===== config.mk =====
export PLATFORM = sky130hd
export DESIGN_NAME = bcd_to_bin
export DESIGN_NICKNAME = d
export VERILOG_FILES = /design/src/rtl/bcd_pkg.sv /design/src/rtl/bcd_digit_sub3.sv /design/src/rtl/bcd_to_bin.sv
export SDC_FILE = /design/constraint.sdc
export NUM_CORES = 1
export LEC_CHECK = 0
export ABC_AREA = 1
export CELL_PAD_IN_SITES_DETAIL_PLACEMENT = 0
export CELL_PAD_IN_SITES_GLOBAL_PLACEMENT = 1
export CORE_UTILIZATION = 40
export DETAILED_ROUTE_END_ITERATION = 10
export GPL_TIMING_DRIVEN = 0
export PLACE_DENSITY = 0.78
export RECOVER_POWER = 25
export SLEW_MARGIN = 20
export SYNTH_ARGS = -nofsm -noshare
export SYNTH_HDL_FRONTEND = slang
export SYNTH_SLANG_ARGS = --single-unit

===== constraint.sdc =====
create_clock -name clk -period 1.7 [get_ports clk]
set_input_delay 0.34 -clock clk [delete_from_list [all_inputs] [get_ports clk]]
set_output_delay 0.34 -clock clk [all_outputs]
set_load 0.01 [all_outputs]

===== src/rtl/bcd_pkg.sv =====
// Shared types and helpers for the BCD-to-binary converter.
package bcd_pkg;

  typedef enum logic [1:0] {
    IDLE  = 2'd0,
    CHECK = 2'd1,
    SHIFT = 2'd2,
    DONE  = 2'd3
  } state_e;

  localparam logic [3:0] BCD_MAX = 4'd9;

  function automatic logic digit_invalid(input logic [3:0] d);
    return d > BCD_MAX;
  endfunction

endpackage


===== src/rtl/bcd_digit_sub3.sv =====
// Reverse double-dabble digit correction: digits >= 8 after a right shift lose 3.
module bcd_digit_sub3 (
  input  logic [3:0] d_i,
  output logic [3:0] d_o
);

  assign d_o = (d_i >= 4'd8) ? (d_i - 4'd3) : d_i;

endmodule


===== src/rtl/bcd_to_bin.sv =====
// Multi-cycle packed-BCD to binary converter with valid/ready on both sides
// and a flag for non-decimal digits.
module bcd_to_bin
  import bcd_pkg::*;
#(
  parameter  int unsigned DIGITS = 2,
  localparam int unsigned BIN_W  = $clog2(10 ** DIGITS)
) (
  input  logic                  clk,
  input  logic                  rst,
  input  logic                  in_valid,
  output logic                  in_ready,
  input  logic [4*DIGITS-1:0]   bcd_in,
  output logic                  out_valid,
  input  logic                  out_ready,
  output logic [BIN_W-1:0]      bin_out,
  output logic                  err
);

  localparam int unsigned BCD_W = 4 * DIGITS;
  localparam int unsigned CNT_W = $clog2(BIN_W + 1);

  state_e             state_q, state_d;
  logic [BCD_W-1:0]   bcd_q, bcd_d;
  logic [BIN_W-1:0]   bin_q, bin_d;
  logic [CNT_W-1:0]   cnt_q, cnt_d;
  logic [BIN_W-1:0]   bin_out_q, bin_out_d;
  logic               err_q, err_d;
  logic               out_valid_q, out_valid_d;

  logic [BCD_W-1:0]   sh_bcd;
  logic [BCD_W-1:0]   corr_bcd;
  logic [BIN_W-1:0]   sh_bin;
  logic               any_bad;

  // One-bit right shift of {bcd, bin}; the bcd LSB moves into the bin MSB.
  assign sh_bcd = {1'b0, bcd_q[BCD_W-1:1]};
  assign sh_bin = {bcd_q[0], bin_q[BIN_W-1:1]};

  for (genvar g = 0; g < DIGITS; g++) begin : g_sub3
    bcd_digit_sub3 u_sub3 (
      .d_i (sh_bcd[4*g +: 4]),
      .d_o (corr_bcd[4*g +: 4])
    );
  end

  always_comb begin
    any_bad = 1'b0;
    for (int i = 0; i < int'(DIGITS); i++) begin
      any_bad = any_bad | digit_invalid(bcd_q[4*i +: 4]);
    end
  end

  always_comb begin
    state_d     = state_q;
    bcd_d       = bcd_q;
    bin_d       = bin_q;
    cnt_d       = cnt_q;
    bin_out_d   = bin_out_q;
    err_d       = err_q;
    out_valid_d = out_valid_q;
    unique case (state_q)
      IDLE: begin
        if (in_valid) begin
          bcd_d   = bcd_in;
          bin_d   = '0;
          cnt_d   = '0;
          state_d = CHECK;
        end
      end
      CHECK: begin
        if (any_bad) begin
          bin_out_d   = '0;
          err_d       = 1'b1;
          out_valid_d = 1'b1;
          state_d     = DONE;
        end else begin
          err_d   = 1'b0;
          state_d = SHIFT;
        end
      end
      SHIFT: begin
        bcd_d = corr_bcd;
        bin_d = sh_bin;
        cnt_d = cnt_q + CNT_W'(1);
        if (cnt_q == CNT_W'(BIN_W - 1)) begin
          bin_out_d   = sh_bin;
          out_valid_d = 1'b1;
          state_d     = DONE;
        end
      end
      DONE: begin
        if (out_ready) begin
          out_valid_d = 1'b0;
          state_d     = IDLE;
        end
      end
      default: state_d = IDLE;
    endcase
  end

  always_ff @(posedge clk or negedge rst) begin
    if (!rst) begin
      state_q     <= IDLE;
      bcd_q       <= '0;
      bin_q       <= '0;
      cnt_q       <= '0;
      bin_out_q   <= '0;
      err_q       <= 1'b0;
      out_valid_q <= 1'b0;
    end else begin
      state_q     <= state_d;
      bcd_q       <= bcd_d;
      bin_q       <= bin_d;
      cnt_q       <= cnt_d;
      bin_out_q   <= bin_out_d;
      err_q       <= err_d;
      out_valid_q <= out_valid_d;
    end
  end

  assign in_ready  = (state_q == IDLE);
  assign out_valid = out_valid_q;
  assign bin_out   = bin_out_q;
  assign err       = err_q;

endmodule

Word level (Yosys, flattened, before mapping)
Index checks and enable logic that the tools add are counted.
- $add $sub $neg: 3
- eq/ne operators: 8
- reduce and logical (&&, ||, !) cells: 8
- bitwise gates (word level): 1
- $lt $le $gt $ge: 4
- muxes and demuxes: 21
- operator list (kind ; count):
    7-bit one-hot mux with 2 select lines ; 2
    7-bit two-way mux ; 3
    8-bit one-hot mux with 2 select lines ; 1
    4-bit greater-than comparator (second input constant) ; 2
    4-bit two-way mux ; 2
    8-bit two-way mux ; 1
    2-bit inequality test (second input constant) ; 4
    2-bit one-hot mux with 4 select lines ; 1
    2-bit two-way mux ; 3
    3-bit one-hot mux with 2 select lines ; 1
    3-bit AND reduction ; 2
    1-bit two-way mux ; 5
    2-bit == test (second input constant) ; 2
    3-bit by 4-bit greater-or-equal comparator with 1-bit output (second input constant) ; 1
    4-bit greater-or-equal comparator (second input constant) ; 1
    4-bit AND reduction ; 1
    2-bit nonzero test ; 2
    3-bit by 2-bit subtractor with 4-bit output (second input constant) ; 1
    4-bit by 2-bit subtractor with 4-bit output (second input constant) ; 1
    3-bit by 1-bit adder with 3-bit output (second input constant) ; 1
    3-bit == test (second input constant) ; 1
    3-bit two-way mux ; 1
    1-bit one-hot mux with 3 select lines ; 1
    3-bit nonzero test ; 1
    4 further kinds ; 4
- logic and storage cells: 52
- input bits: 12
- output and inout port bits: 10
- bits in registers: 29

Longest topological paths before layout
- word-level depth: 4
- gate-level depth with buffers: 10

Cells and area by module
Synthesis repeated with hierarchy kept, for this count alone.
- cell total of the unflattened synthesis: 219
- area, all modules: 1659.1 um2
- modules (own cells, without submodules) (module ; area an instance (um2) ; cells each ; instances):
    bcd_to_bin ; 1481.4 ; 187 ; 1
    bcd_digit_sub3 ; 88.8 ; 16 ; 2

Worst setup path before layout
No wires, ideal clock.
- path kind: register to register
- start: reg state_q[0]
- end: reg bcd_q[7]
- period minus slack after synthesis: 1.488 ns
- setup time: 0.121 ns
- stages on the path, launching flop included: 8
- data arrival time: 1.367 ns
- setup slack: 0.212 ns
- path buffers: 1
- path through: dfrtp_1 inv_1 ha_1 nand2_1 o21ai_4 inv_2 buf_6 a22o_1
- longest elaborated chain between the ends: 3
- elaborated cells between the ends (all ways): 6
- those cells by class: 2 x eq/ne; 1 x mux; 3 x reduce/logical
- RTL lines (what ; line ; source):
    start: declaration ; bcd_to_bin.sv:23 ; state_e state_q, state_d;
    start signal: assignment ; bcd_to_bin.sv:112 ; state_q <= state_d;
    2-bit logical NOT (*) ; -- ;
    net in_ready ; bcd_to_bin.sv:12 ; output logic in_ready,
    2-bit inequality test (no line) / 2-bit nonzero test (equally long branches) ; -- ;
    2-bit AND reduction (no line) ; -- ;
    end signal: assignment ; bcd_to_bin.sv:105 ; bcd_q <= '0;
    end signal: assignment ; bcd_to_bin.sv:113 ; bcd_q <= bcd_d;
    end: declaration ; bcd_to_bin.sv:24 ; logic [BCD_W-1:0] bcd_q, bcd_d;
The timed path passes the listed nets; every way through them passes the cells marked *.
A chain may end at the register's enable or synchronous reset.

Worst setup path after layout
- start: reg state_q[1]
- end: out in_ready
- longest elaborated chain between the ends: 1
- RTL lines (what ; line ; source):
    2-bit logical NOT ; bcd_to_bin.sv:122 ; assign in_ready = (state_q == IDLE);
    end: declaration ; bcd_to_bin.sv:12 ;
Every way passes these cells.

==> flow_metrics.env <==
export IMPL_worstSetupEndpointType="output pin"
export IMPL_use_met1=0.216
export IMPL_cts_root_buf="clkbuf_8"
export IMPL_hold_buffers=0
export IMPL_synth_compound_area_frac=0.106
export IMPL_cts_max_path_buffers=2
export IMPL_fin_ws_ns=0.114
export IMPL_cts_buffers=3
export IMPL_slew_headroom=0.535
export IMPL_grt_util_met2=0.278
export IMPL_fin_area_mm2=0.00186
export IMPL_dp_hpwl_um=2150
export IMPL_cp_max_fo=5
export IMPL_die_w_um=63.3
export IMPL_peakVddDrop_uv=993
export IMPL_cts_htree_levels=1
export IMPL_initial_core_util=0.433
export IMPL_synth_area_mm2=0.00150
export IMPL_use_met3=0.0344
export IMPL_wl_per_cell_um=11.9
export IMPL_synth_xor_area_frac=0.00583
export IMPL_grt_pass1_vias=1147
export IMPL_n_fill_cell=347
export IMPL_drive_above_1_share=0.145
export IMPL_synth_top_family_by_area="simple AND/OR/NAND/NOR gates"
export IMPL_die_y_um=63.3
export IMPL_status="finished clean"
export IMPL_top_usage_layer="met2"
export IMPL_fmax_ghz=0.631
export IMPL_worstMarginPinSlew_ns=0.698
export IMPL_synth_mux_area_frac=0
export IMPL_setup_viol=0
export IMPL_grt_max_degree=29
export IMPL_syn_nets=194
export IMPL_gp_congestion=0.760
export IMPL_drc=0
export IMPL_p_leak_nw=0.915
export IMPL_viasPerCell=4.85
export IMPL_ys_warn_count=0
export IMPL_routed_wl_um=2930
export IMPL_drtIter0Drc=67
export IMPL_antenna_found_initial=0
export IMPL_grt_pass1_wl_um=5150
export IMPL_grt_overflow_total=0
export IMPL_arrival_ns=1.25
export IMPL_vias=1193
export IMPL_grt_use_total=0.164
export IMPL_post_route_period_util=0.933
export IMPL_fp_coreArea_mm2=0.00347
export IMPL_cap_violations=0
export IMPL_numClockSinks=28
export IMPL_required_ns=1.36
export IMPL_clk_pin_slew_worst_paths_ns=0.10
export IMPL_dieArea_mm2=0.00401
export IMPL_num_antenna_cells=0
export IMPL_fin_skew_ns=0.00268
export IMPL_tns_ns=0
export IMPL_start_kind="register"
export IMPL_ant_nets=0
export IMPL_min_path_type="input port to asynchronous set/reset pin"
export IMPL_ioPinCount=22
export IMPL_dp_slack_ns=-0.0275
export IMPL_synth_fa_ha_area_frac=0.0666
export IMPL_path_class="register to output pin"
export IMPL_area_growth_pct=23.5
export IMPL_synth_simple_area_share=0.280
export IMPL_rows=21
export IMPL_dpl_instance_area_mm2=0.00177
export IMPL_drv_slew=0
export IMPL_post_route_min_period_ns=1.59
export IMPL_r2r_cells=9
export IMPL_port_buffers=21
export IMPL_finalHoldViolCount=0
export IMPL_synth_seq_area_share=0.466
export IMPL_power_density_mw_per_mm2=1770
export IMPL_clk_latency_ns=0.28
export IMPL_cts_tree="yes"
export IMPL_avgSynthCellArea_um2=8.64
export IMPL_rsz0062_at_grt="false"
export IMPL_nets=221
export IMPL_synthCells=174
export IMPL_synth_seq_cells=28
export IMPL_synth_distinct_cells=27
export IMPL_firstDrtPassIters=4
[registers in the layout, summed over array words and instances, names as in the netlist]
name and flops:
err 1, cnt_q 3, bcd_q 8, bin_out 7, state_q 2, bin_q 6
out_valid 1
[timing repair]
action / 4_1_cts / 5_1_grt
resized for setup: 5 / 0
endpoints found under the setup margin: 1 / 0
buffers inserted: 1 / 0
[power breakdown]
part           switching (mW)  internal [mW]  leakage [nW]
clock                   0.218          0.315        0.0357
sequential              0.165          0.878         0.364
combinational           0.991          0.716         0.516
total                    1.37           1.91         0.915
[cells in the final DEF, fill, tap and decap left out, drive strengths merged]
cell type      count
clkdlybuf4s50     19
nor2              14
dfrtp             28
dlygate4sd2        1
o211ai             2
clkbuf             4
a31oi              3
and2               1
inv               13
nand3b             8
buf                7
o21ai             12
ha                 8
nand2             67
bufinv             1
a22o               1
xor2               1
nand3              6
a21oi              3
o31ai              1
[final cells by class]
cell class / count / area (um^2) / share of cell area
sequential: 28 / 701 / 0.378
multi-input combinational: 127 / 701 / 0.378
timing repair buffer: 22 / 211 / 0.114
buffer: 6 / 57.6 / 0.0310
tap: 46 / 57.6 / 0.0310
inverter: 13 / 56.3 / 0.0303
clock buffer: 3 / 41.3 / 0.0223
clock inverter: 1 / 30.0 / 0.0162
[worst paths after layout]
kind / startpoint / end / slack (ns)
setup / recovery: state_q[1]$_DFFE_PN0P_ / in_ready / 0.11
hold / removal: rst / bcd_q[1]$_DFFE_PN0P_ / 0.09
setup reg to reg: state_q[0]$_DFFE_PN0P_ / bcd_q[3]$_DFFE_PN0P_ / 0.20
hold reg to reg: bin_out[4]$_DFFE_PN0P_ / bin_out[4]$_DFFE_PN0P_ / 0.48
max in group asynchronous: rst / bin_q[1]$_DFFE_PN0P_ / 1.17
min in group clk: bin_out[4]$_DFFE_PN0P_ / bin_out[4]$_DFFE_PN0P_ / 0.48
[metrics by stage]
stage                     total power [mW]  utilization  hold slack, ns  instances
after global placement                2.68        0.510           0.457        241
after detailed placement              2.73        0.509           0.402        241
after floorplan                       2.28            -          0.0444        174
after CTS                             3.32        0.535          0.0940        246
after global routing                  3.58        0.535           0.150        246
final                                 3.28        0.535          0.0858        246
[cells by family (layout without fill, tap and decap cells)]
kind of cell,Yosys count,after routing
flops,28,28
simple gates,96,96
fa+ha+maj,8,8
buf+inv,19,45
compound gates,22,22
xor+xnor,1,1
[Yosys cell counts (all sizes together)]
library cell	n	area (um^2)
nand2	67	262
dfrtp	28	701
nor2	14	55.1
inv	13	56.3
o21ai	12	93.8
ha	8	100
nand3b	8	60.1
buf	6	57.6
nand3	6	35.0
a21oi	3	15.0
a31oi	3	18.8
o211ai	2	15.0
a22o	1	8.76
and2	1	8.76
o31ai	1	7.51
xor2	1	8.76
[critical path, stage by stage, from the launching register on]
cell	delay (ns)
dfrtp_1	0.42
inv_2	0.11
ha_4	0.17
dlygate4sd2_1	0.27
[routing by layer]
metal | wire, um | vias to the layer above | share of wire
li1 | - | 605 | -
met1 | 1380 | 566 | 0.47
met2 | 1440 | 20 | 0.49
met3 | 91 | 2 | 0.031
met4 | 19 | 0 | 0.0065
met5 | 0 | - | 0
Power figures use the tool's default switching activity.
